`config.mk`:
```
export PLATFORM = sky130hd
export DESIGN_NAME = shift_sequencer
export DESIGN_NICKNAME = d
export VERILOG_FILES = /design/src/rtl/shift_pkg.sv /design/src/rtl/shift_step.sv /design/src/rtl/shift_sequencer.sv
export SDC_FILE = /design/constraint.sdc
export NUM_CORES = 1
export LEC_CHECK = 0
export BUFFER_PORTS_ARGS = -buffer_cell sky130_fd_sc_hd__buf_2
export CAP_MARGIN = 20
export CORE_MARGIN = 10
export CORE_UTILIZATION = 50
export DETAILED_ROUTE_END_ITERATION = 6
export PLACE_DENSITY = 0.72
export RECOVER_POWER = 100
export SYNTH_ARGS = -nofsm -noshare
export SYNTH_HDL_FRONTEND = slang
export SYNTH_HIERARCHICAL = 1
export SYNTH_SLANG_ARGS = --single-unit
```
`constraint.sdc`:
```
create_clock -name clock -period 3.88 [get_ports clock]
set_clock_uncertainty 0.2 [all_clocks]
set_input_delay 0.582 -clock clock [delete_from_list [all_inputs] [get_ports clock]]
set_output_delay 0.582 -clock clock [all_outputs]
set_load 0.005 [all_outputs]
```
`src/rtl/shift_pkg.sv`:
```
// rtl/shift_pkg.sv - shared op codes, state encoding and helpers for the shift sequencer
// Optional rotate support: SHIFT_SEQ_ROTATE_EN
package shift_pkg;

    localparam int DATA_W = 32;
    localparam int CNT_W  = 6;

    localparam logic [2:0] OP_SHR  = 3'b000;
    localparam logic [2:0] OP_SHRA = 3'b001;
    localparam logic [2:0] OP_SHL  = 3'b010;
    localparam logic [2:0] OP_ROR  = 3'b011;
    localparam logic [2:0] OP_ROL  = 3'b100;

    typedef enum logic [1:0] {
        ST_IDLE  = 2'd0,
        ST_SHIFT = 2'd1,
        ST_DONE  = 2'd2
    } state_e;

    function automatic bit step_bits_legal(input int step_bits);
        return (step_bits == 1) || (step_bits == 2) || (step_bits == 4) || (step_bits == 8);
    endfunction

    // Shifts saturate at the word width and ignore negative counts; rotates
    // only care about the count modulo 32. Anything unsupported becomes a no-op.
    function automatic logic [CNT_W-1:0] effective_amount(input logic [2:0]        op,
                                                          input logic [DATA_W-1:0] amount);
        logic [CNT_W-1:0] eff;
        eff = '0;
        case (op)
            OP_SHR, OP_SHRA, OP_SHL: begin
                if (amount[DATA_W-1])
                    eff = '0;
                else if (amount > 32'd32)
                    eff = 6'd32;
                else
                    eff = amount[CNT_W-1:0];
            end
`ifdef SHIFT_SEQ_ROTATE_EN
            OP_ROR, OP_ROL: eff = {1'b0, amount[4:0]};
`endif
            default: eff = '0;
        endcase
        return eff;
    endfunction

endpackage

```
`src/rtl/shift_step.sv`:
```
// rtl/shift_step.sv - combinational single-step shifter (up to 8 positions per step)
// Rotate paths exist only when SHIFT_SEQ_ROTATE_EN is defined
module shift_step
    import shift_pkg::*;
(
    input  logic [DATA_W-1:0] value_i,
    input  logic [2:0]        op_i,
    input  logic [3:0]        step_i,
    output logic [DATA_W-1:0] value_o
);

`ifdef SHIFT_SEQ_ROTATE_EN
    logic [2*DATA_W-1:0] wide;
`endif

    always_comb begin
        value_o = value_i;
`ifdef SHIFT_SEQ_ROTATE_EN
        wide    = '0;
`endif
        case (op_i)
            OP_SHR:  value_o = value_i >> step_i;
            OP_SHRA: value_o = $unsigned($signed(value_i) >>> step_i);
            OP_SHL:  value_o = value_i << step_i;
`ifdef SHIFT_SEQ_ROTATE_EN
            // Doubling the word lets a plain shift carry the wrapped-out bits.
            OP_ROR: begin
                wide    = {value_i, value_i} >> step_i;
                value_o = wide[DATA_W-1:0];
            end
            OP_ROL: begin
                wide    = {value_i, value_i} << step_i;
                value_o = wide[2*DATA_W-1:DATA_W];
            end
`endif
            default: value_o = value_i;
        endcase
    end

endmodule

```
`src/rtl/shift_sequencer.sv`:
```
// rtl/shift_sequencer.sv - multi-cycle shifter: IDLE/SHIFT/DONE sequencer around shift_step
// Rotate ops (ror/rol) are compiled in only with SHIFT_SEQ_ROTATE_EN
module shift_sequencer
    import shift_pkg::*;
#(
    parameter int STEP_BITS = 1
) (
    input  logic              clock,
    input  logic              clear,
    input  logic              start,
    input  logic [2:0]        op,
    input  logic [DATA_W-1:0] data_in,
    input  logic [DATA_W-1:0] shift_amount,
    output logic              busy,
    output logic              done,
    output logic [DATA_W-1:0] data_out
);

    generate
        if (!step_bits_legal(STEP_BITS)) begin : g_bad_step
            $error("shift_sequencer: STEP_BITS must be 1, 2, 4 or 8");
        end
    endgenerate

    localparam logic [CNT_W-1:0] STEP_C = CNT_W'(STEP_BITS);

    state_e            state_q, state_d;
    logic [DATA_W-1:0] work_q, work_d;
    logic [2:0]        op_q, op_d;
    logic [CNT_W-1:0]  count_q, count_d;
    logic [DATA_W-1:0] data_out_q, data_out_d;

    logic [3:0]        step_n;
    logic [DATA_W-1:0] stepped;

    // The final step of an operation may be shorter than STEP_BITS.
    assign step_n = (count_q < STEP_C) ? count_q[3:0] : STEP_C[3:0];

    shift_step u_step (
        .value_i (work_q),
        .op_i    (op_q),
        .step_i  (step_n),
        .value_o (stepped)
    );

    always_ff @(posedge clock or negedge clear) begin
        if (!clear) begin
            state_q    <= ST_IDLE;
            work_q     <= '0;
            op_q       <= '0;
            count_q    <= '0;
            data_out_q <= '0;
        end else begin
            state_q    <= state_d;
            work_q     <= work_d;
            op_q       <= op_d;
            count_q    <= count_d;
            data_out_q <= data_out_d;
        end
    end

    always_comb begin
        state_d    = state_q;
        work_d     = work_q;
        op_d       = op_q;
        count_d    = count_q;
        data_out_d = data_out_q;
        case (state_q)
            ST_IDLE: begin
                if (start) begin
                    state_d = ST_SHIFT;
                    work_d  = data_in;
                    op_d    = op;
                    count_d = effective_amount(op, shift_amount);
                end
            end
            ST_SHIFT: begin
                if (count_q == '0) begin
                    state_d    = ST_DONE;
                    data_out_d = work_q;
                end else begin
                    work_d  = stepped;
                    count_d = count_q - {2'b00, step_n};
                end
            end
            ST_DONE: state_d = ST_IDLE;
            default: state_d = ST_IDLE;
        endcase
    end

    assign busy     = (state_q != ST_IDLE);
    assign done     = (state_q == ST_DONE);
    assign data_out = data_out_q;

endmodule

```
==> results.py, run 1 <==
metrics = {
    "outcome": {
        "status": "finished with violations",
        "violations": "max-capacitance violations, max-slew violations",
    },
    "cells_and_area": {
        "syn_to_final_growth_pct": 12.3,
        "fin_nets": 867,
        "layout_commonest_cell": "nand2_1",
        "n_antenna_cell": 0,
        "fin_cells": 977,
        "drive_gt1_share_pct": 22.0,
        "num-fill-cells": 1206,
        "multi_input_area_um2": 4470,
        "fin_util_pct": 57.1,
        "layout_common_cells": "nand2_1, nor2_1, dfrtp_1, buf_2, mux2i_1",
        "layout.area.seq_um2": 1880,
        "final_area_um2": 7500,
    },
    "placement": {
        "routabilityCongestion": 0.947,
        "place_area_um2": 7250,
        "dp_hpwl_um": 16400,
        "portBuffers": 103,
        "dp_cells": 961,
    },
    "sta": {
        "tns_ps": 0,
        "finalSetupViolations": 0,
        "final_hold_viol_count": 0,
        "worst_pin_slew_ps": 1930,
        "fin_crit_sh_pct": 90.6,
        "final_max_slew_viol_count": 76,
        "timing.final.crit_period_ps": 3520,
        "fmax_mhz": 284,
        "rsz0062_at_grt": "false",
        "slew_headroom_pct": -28.4,
    },
    "drt": {
        "ant_nets": 0,
        "viasPerCell": 6.77,
        "post-route-drc-count": 0,
        "routed_wl_um": 23800,
        "dr.pass1.iters": 6,
        "routedWlPerCell_um": 24.4,
        "via_count": 6616,
        "drt_iter0_drc": 997,
    },
    "clock_tree": {
        "clock_latency_ps": 360,
        "cts_tree": "built",
        "path_clk_slew_ps": 70,
        "cts_max_level": 3,
        "cts_resized": 0,
        "postCtsSetupBuffers": 0,
        "ctsHoldBuffers": 0,
        "cts_buffers": 9,
        "clockBufferDepth": 2,
        "cts_sinks": 75,
        "root_buffer": "clkbuf_16",
    },
    "pwr": {
        "seqPwrFrac_pct": 28.2,
        "ir_drop_mv": 0.516,
        "swShare_pct": 48.9,
        "power_density_nw_per_um2": 929,
        "p_leak_uw": 0.00328,
        "clkPwrFrac_pct": 12.7,
        "netSwitchingPower_uw": 3410,
        "p_int_uw": 3560,
        "comb_power_share_pct": 59.1,
    },
    "floorplanning": {
        "chipHeight_um": 136,
        "core_area_um2": 13100,
        "row_count": 42,
        "initial_core_util_pct": 50.8,
        "die-area_um2": 18400,
        "io-pin-count": 104,
        "chipWidth_um": 136,
    },
    "critical_path": {
        "worstSetupPathType": "register to register",
        "crit_arrival_ps": 3540,
        "end_kind": "register",
        "crit_fanout": 39,
        "cp-start-kind": "register",
        "critPathRequiredTime_ps": 3900,
    },
    "synthesis": {
        "syn_inst": 724,
        "synth.avg_cell_area_um2": 9.23,
        "ys_ff_latch": 75,
        "netlist_area_um2": 6680,
        "netlist-cell-type-count": 73,
        "ys_seq_area_share_pct": 28.1,
        "yosysWarnings": 6,
        "synth_enable_flop_cells": 0,
        "synth_ff_type": "dfrtp_1",
        "synthArstFlopShare_pct": 100,
    },
    "global_routing": {
        "grt_antenna_before_repair": 0,
        "grt_pass1_wl_um": 37900,
        "grt_overflow": 0,
        "grt_pass1_vias": 6681,
        "grt_max_degree": 76,
        "track_usage_pct": 26.1,
    },
    "hold_path": {
        "min_path_type": "input port to register",
    },
    "job": {
        "drv_cap": 1,
    },
}
## critical path, stage by stage, from the launching register on
cell and delay [ps]:
dfrtp_1 450, or4_1 620, nor3_4 180, clkinv_2 150, buf_12 230, mux4_2 470
mux2_1 370, a21oi_1 160, nor3_1 50, o32a_1 360, nand2_1 60, a31oi_1 80
## cell usage after synthesis, types with 8 or more instances
cell type | count | share of area, %
o22ai_1 | 12 | 1.1
o211ai_1 | 8 | 0.90
a221oi_1 | 9 | 1.2
a31oi_1 | 42 | 3.9
nor3_1 | 8 | 0.60
o21ai_1 | 9 | 0.67
mux2i_1 | 50 | 7.5
mux2_2 | 26 | 4.4
mux4_2 | 40 | 13
nor2_1 | 92 | 5.2
inv_1 | 8 | 0.45
nand2_1 | 95 | 5.3
mux2_1 | 34 | 5.7
a21oi_1 | 25 | 1.9
dfrtp_1 | 75 | 28
clkbuf_1 | 34 | 1.9
buf_2 | 15 | 1.1
o21ai_0 | 16 | 1.2
## through the flow
step / total power, uW / setup slack [ps] / hold WS [ps]
5_1_grt: 7430 / 191 / 291
3_3_place_gp: 5930 / 554 / 268
6_report: 6970 / 363 / 281
4_1_cts: 6890 / 519 / 230
2_1_floorplan: 4710 / 775 / 86.4
3_5_place_dp: 5990 / 536 / 277
## worst paths after layout
check	depth (start not counted)	slack, ps	end	from
worst min register to register	1	290	data_out[29]$_DFFE_PN0P_	data_out[29]$_DFFE_PN0P_
worst max register to register	11	360	work_q[23]$_DFFE_PN0P_	count_q[2]$_DFFE_PN0P_
max in group asynchronous	1	1780	data_out[3]$_DFFE_PN0P_	clear
min in group asynchronous	1	570	work_q[25]$_DFFE_PN0P_	clear
worst max-delay path	11	360	work_q[23]$_DFFE_PN0P_	count_q[2]$_DFFE_PN0P_
worst min-delay path	2	280	op_q[1]$_DFFE_PN0P_	op[1]
## layer usage
metal	part of all wire [%]	track usage [%]	vias to the layer above	wire length [um]
met5	0	0	-	0
met4	3.2	9.87	0	765
met3	11	6.97	75	2570
met2	45	38.8	432	10600
met1	41	35.4	3219	9880
li1	-	-	2890	-
## flip-flops by register name, summed over array words and instances, names as in the netlist
register	flops
data_out	32
work_q	32
count_q	6
op_q	3
state_q	2
## power groups by stage
stage               Combinational, uW  Sequential (uW)  Clock, uW
finish                           4120             1970        883
global route                     4490             2020        919
CTS                              4080             1930        889
detailed placement               4050             1940          0
global placement                 4000             1930          0
floorplan                        3130             1580          0
## cell families (layout without fill, tap and decap cells)
logic type | after synthesis | after routing | share of synthesized area [%]
fa+ha+maj | 1 | 1 | 0.187
mux | 151 | 151 | 31.3
compound gates | 186 | 186 | 19.5
flops | 75 | 75 | 28.1
other cells | 1 | 9 | 0.0561
simple gates | 237 | 237 | 15.2
xor+xnor | 1 | 1 | 0.131
buf+inv | 72 | 141 | 5.49
## area by class of cell
type	instances	area share (%)
multi-input cells	585	59.6
clock buffers	11	3.24
inverters	10	0.550
repair buffers	115	7.82
well taps	176	2.94
clock inverters	5	0.817
flip-flops and latches	75	25.0
Power figures use the tool's default switching activity.
==> run 2, diff against run 1 <==
- BUFFER_PORTS_ARGS: -buffer_cell sky130_fd_sc_hd__buf_2 -> unset
- CORE_UTILIZATION: 50 -> 45
- DONT_BUFFER_PORTS: unset -> 1
- PLACE_DENSITY: 0.72 -> unset
- clock period: 3.88 -> 4.33 ns (I/O delays scaled with it)
==> run 2 against run 1 <==
The run still ends with max-capacitance violations, max-slew violations left. Wire length is 3.7% lower. Global-route usage is 3.7 points lower. Sequential cell count unchanged. Cell count fell by 10%. Combinational power shrank 17%. Total power decreased by 13%. Clock power down 9.9%. Critical endpoint unchanged. Largest power group unchanged.
==> results.py, run 2 (synthesis gave the netlist of run 1 again) <==
metrics = {
    "outcome": {
        "status": "finished with violations",
        "violations": "max-capacitance violations, max-slew violations",
    },
    "critical_path": {
        "path_cells": "or4_1 -> nor3_4 -> clkinv_2 -> buf_12 -> mux4_2 -> mux2_1 -> a21oi_1 -> nor3_1 -> o32a_1 -> nand2_1 -> a31oi_1",
        "slowest_delay_ps": 620,
        "crit_arrival_ps": 3830,
        "cp-start-kind": "register",
        "slowest_stage": "or4_1",
        "critPathRequiredTime_ps": 4270,
        "end_kind": "register",
        "crit_fanout": 79,
        "worstSetupPathType": "register to register",
    },
    "clock_tree": {
        "clock_latency_ps": 350,
        "cts_buffers": 9,
        "cts_sinks": 75,
        "cts_tree": "built",
        "clockBufferDepth": 2,
        "cts_max_level": 3,
        "path_clk_slew_ps": 60,
        "postCtsSetupBuffers": 0,
        "root_buffer": "clkbuf_16",
    },
    "pwr": {
        "p_leak_uw": 0.00294,
        "ir_drop_mv": 0.455,
        "power_density_nw_per_um2": 868,
    },
    "hold_path": {
        "min_path_type": "input port to register",
    },
    "cells_and_area": {
        "syn_to_final_growth_pct": 4.59,
        "layout_commonest_cell": "nand2_1",
        "n_antenna_cell": 0,
        "fin_nets": 759,
        "drive_gt1_share_pct": 14.1,
        "layout_common_cells": "nand2_1, nor2_1, dfrtp_1, mux2i_1, a31oi_1",
        "final_area_um2": 6990,
    },
    "placement": {
        "dp_worst_setup_slack_ps": 634,
        "place_area_um2": 6690,
        "routabilityCongestion": 0.933,
        "dp_hpwl_um": 15700,
        "portBuffers": 0,
    },
    "drt": {
        "post-route-drc-count": 0,
        "drt_iter0_drc": 862,
        "routedWlPerCell_um": 26.2,
        "routed_wl_um": 23000,
        "ant_nets": 0,
        "viasPerCell": 7.05,
        "via_count": 6185,
        "dr.pass1.iters": 7,
    },
    "floorplanning": {
        "initial_core_util_pct": 46.0,
        "chipHeight_um": 142,
        "row_count": 44,
        "io-pin-count": 104,
        "core_area_um2": 14500,
        "die-area_um2": 20100,
        "chipWidth_um": 142,
    },
    "global_routing": {
        "grt_max_degree": 80,
        "grt_overflow": 0,
        "track_usage_pct": 22.3,
        "grt_antenna_before_repair": 0,
        "grt_pass1_wl_um": 35800,
        "grt_pass1_vias": 6195,
    },
    "sta": {
        "fin_crit_sh_pct": 90.0,
        "timing.final.crit_period_ps": 3900,
        "finalSetupViolations": 0,
        "fmax_mhz": 257,
        "worst_pin_slew_ps": 1990,
        "setup_slack_ps": 435,
        "final_max_slew_viol_count": 153,
        "slew_headroom_pct": -32.5,
        "rsz0062_at_grt": "false",
        "final_hold_viol_count": 0,
        "tns_ps": 0,
    },
    "job": {
        "drv_cap": 3,
    },
}
run 2: cell count changes in the layout (fill, tap and decap cells not counted):
cell and delta:
clkinvlp_4 -1, buf_4 -5, nand2_2 -1, nand2_1 +1, and2_1 +1, a221oi_2 -1
buf_12 -1, inv_6 -1, clkbuf_1 -32, clkbuf_8 +2, buf_2 -70, and2_0 -1
a221oi_1 +1
run 2: timing repair:
item | in CTS | in global routing
resized for setup | 0 | 0
hold endpoints to repair | 75 | 0
hold buffers | 1 | 0
run 2: routing by layer:
metal  global-route usage (%)  wire, um  vias up
li1                         -         -     2673
met1                     29.0      9150     3017
met2                     33.9     10600      434
met3                     7.78      2630       61
met4                     7.48       560        0
met5                        0         0        -
run 2: power by group:
| group | switching (uW) | total [uW] | internal, uW |
|---|---|---|---|
| Clock | 302 | 796 | 494 |
| Sequential | 756 | 1830 | 1070 |
| Combinational | 1880 | 3440 | 1560 |
run 2: cell type report:
cell class / instances / area [um^2]
Timing Repair Buffer: 7 / 58.8
Clock inverter: 3 / 45.0
Clock buffer: 13 / 270
Fill cell: 1430 / 7550
Tap cell: 184 / 230
Inverter: 10 / 41.3
Multi-Input combinational cell: 585 / 4460
Sequential cell: 75 / 1880
run 2: final timing paths:
| kind | depth (start not counted) | slack [ps] | end | start |
|---|---|---|---|---|
| min in group asynchronous | 1 | 630 | work_q[28]$_DFFE_PN0P_ | clear |
| min reg2reg | 1 | 330 | data_out[6]$_DFFE_PN0P_ | data_out[6]$_DFFE_PN0P_ |
| max reg2reg | 11 | 430 | work_q[23]$_DFFE_PN0P_ | count_q[2]$_DFFE_PN0P_ |
| max in group asynchronous | 1 | 2150 | work_q[12]$_DFFE_PN0P_ | clear |
| min | 2 | 240 | count_q[1]$_DFFE_PN0P_ | shift_amount[1] |
| max | 11 | 430 | work_q[23]$_DFFE_PN0P_ | count_q[2]$_DFFE_PN0P_ |
run 2: critical path, delay by kind of cell, from the launching register on:
family,cells,cell delay (ps)
flops,1,450
simple gates,4,1070
buf+inv,2,510
compound gates,3,590
mux,2,840
run 2: per-stage QoR:
step                      instances  hold WS, ps  utilization [%]  power (uW)
after floorplan                 732          154                -        4220
after global placement          860          158             46.0        5110
after detailed placement        860          157             46.0        5150
after CTS                       877         5.24             48.4        6000
after global routing            877          234             48.1        6460
final                           877          242             48.1        6060
==> run 3, diff against run 2 <==
- CORE_UTILIZATION: 45 -> 40
==> run 3 against run 2 <==
The flow still finishes with violations (max-capacitance violations, max-slew violations). Wire length is 2.5% higher. Register-to-register slack worse by 70 ps. Combinational power is 2% higher. Cell count up 4.6%. Sequential share of layout area down 0.18 points. Die area grew 11%. Setup slack got worse by 71 ps. Sequential power about the same. Total power grew 0.94%. Largest power group unchanged. Highest routed layer unchanged.
==> results.py, run 3 (synthesis gave the netlist of run 1 again) <==
metrics = {
    "outcome": {
        "status": "finished with violations",
        "violations": "max-capacitance violations, max-slew violations",
    },
    "clock_tree": {
        "postCtsSetupBuffers": 0,
        "cts_buffers": 9,
        "clock_latency_ps": 350,
        "cts_sinks": 75,
        "root_buffer": "clkbuf_16",
        "clockBufferDepth": 2,
        "path_clk_slew_ps": 60,
        "cts_max_level": 3,
        "cts_tree": "built",
    },
    "sta": {
        "final_hold_viol_count": 0,
        "setup_slack_ps": 364,
        "slew_headroom_pct": -28.6,
        "finalSetupViolations": 0,
        "fin_crit_sh_pct": 91.6,
        "tns_ps": 0,
        "worst_pin_slew_ps": 1930,
        "timing.final.crit_period_ps": 3970,
        "final_max_slew_viol_count": 140,
        "fmax_mhz": 252,
        "rsz0062_at_grt": "false",
    },
    "global_routing": {
        "grt_overflow": 0,
        "grt_pass1_wl_um": 36000,
        "met3_usage_pct": 6.49,
        "met1_usage_pct": 26.0,
        "busiest_layer": "met2",
        "grt_antenna_before_repair": 0,
        "grt_pass1_vias": 6184,
        "use_met2_pct": 31.5,
        "grt_max_degree": 76,
        "track_usage_pct": 20.6,
    },
    "placement": {
        "routabilityCongestion": 0.950,
        "portBuffers": 0,
        "dp_worst_setup_slack_ps": 418,
        "dp_hpwl_um": 16300,
    },
    "critical_path": {
        "crit_fanout": 19,
        "worstSetupPathType": "register to register",
        "ff2ff_path_depth": 11,
        "cp-start-kind": "register",
        "r2r_start": "count_q[2]$_DFFE_PN0P_",
        "end_kind": "register",
        "r2r_end": "work_q[16]$_DFFE_PN0P_",
        "critPathRequiredTime_ps": 4390,
        "regToRegSetupSlack_ps": 360,
        "crit_arrival_ps": 4030,
        "cp-startpoint": "count_q[2]$_DFFE_PN0P_",
        "timing.critical_path.to": "work_q[16]$_DFFE_PN0P_",
    },
    "drt": {
        "routed_wl_um": 23500,
        "via_count": 6316,
        "post-route-drc-count": 0,
        "viasPerCell": 6.89,
        "ant_nets": 0,
        "dr.pass1.iters": 6,
        "routedWlPerCell_um": 25.7,
        "drt_iter0_drc": 740,
    },
    "cells_and_area": {
        "multi_input_area_um2": 4460,
        "layout_commonest_cell": "nand2_1",
        "drive_gt1_share_pct": 14.8,
        "layout_common_cells": "nand2_1, nor2_1, dfrtp_1, mux2i_1, a31oi_1",
        "num-fill-cells": 1651,
        "layout.area.seq_um2": 1880,
        "fin_nets": 763,
        "syn_to_final_growth_pct": 5.28,
        "n_antenna_cell": 0,
    },
    "floorplanning": {
        "die-area_um2": 22300,
        "chipWidth_um": 149,
        "row_count": 47,
        "core_area_um2": 16500,
        "chipHeight_um": 149,
        "io-pin-count": 104,
        "initial_core_util_pct": 40.6,
    },
    "pwr": {
        "p_leak_uw": 0.00295,
        "p_total_uw": 6120,
        "power_density_nw_per_um2": 871,
        "ir_drop_mv": 0.469,
    },
    "hold_path": {
        "min_path_type": "input port to register",
    },
    "job": {
        "drv_cap": 3,
    },
}
run 3: metrics by stage:
step	hold WS [ps]	utilization [%]	cells	area, um^2
after CTS	5.90	43.0	917	7090
final	246	42.7	917	7030
after floorplan	154	-	732	6710
after global placement	157	41.0	900	6750
after global routing	249	42.7	917	7030
after detailed placement	157	41.0	900	6750
run 3: worst min path at each step:
stage	end	cells after the start	startpoint	slack, ps
final	count_q[1]$_DFFE_PN0P_	2	shift_amount[1]	250
after global routing	work_q[30]$_DFFE_PN0P_	2	data_in[30]	250
after CTS	data_out[28]$_DFFE_PN0P_	1	clear	6
after detailed placement	data_out[19]$_DFFE_PN0P_	0	clear	160
after global placement	data_out[19]$_DFFE_PN0P_	0	clear	160
after floorplan	count_q[0]$_DFFE_PN0P_	0	clear	150
run 3: metal layers:
metal / vias up / part of all wire (%)
li1: 2683 / -
met1: 3065 / 38
met2: 493 / 47
met3: 75 / 12
met4: 0 / 3.4
met5: - / 0
run 3: critical path, stage by stage (launching register included):
cell	delay, ps
dfrtp_1	440
or4_1	610
nor3_4	260
clkinv_2	390
clkbuf_2	470
nor2b_1	200
a211oi_1	60
a211oi_1	470
a221oi_1	170
a21oi_1	280
nand2_1	110
a31oi_1	210
run 3: report_power, final:
| group | leakage, uW | total, uW | switching [uW] | internal [uW] |
|---|---|---|---|---|
| clock | 0.000150 | 806 | 303 | 503 |
| sequential | 0.000917 | 1810 | 742 | 1070 |
| combinational | 0.00189 | 3500 | 1940 | 1560 |
| total | 0.00295 | 6120 | 2990 | 3130 |
run 3: repair_timing:
action | 4_1_cts | 5_1_grt
resized for setup | 0 | 0
hold endpoints to repair | 75 | 0
hold buffers | 1 | 0
run 3: layout make-up:
cell class              instances  share of cell area [%]
clock buffers                  11                    3.31
inverters                      10                   0.587
repair buffers                 11                   0.943
clock inverters                 5                    1.10
flip-flops and latches         75                    26.7
multi-input cells             585                    63.5
well taps                     220                    3.91
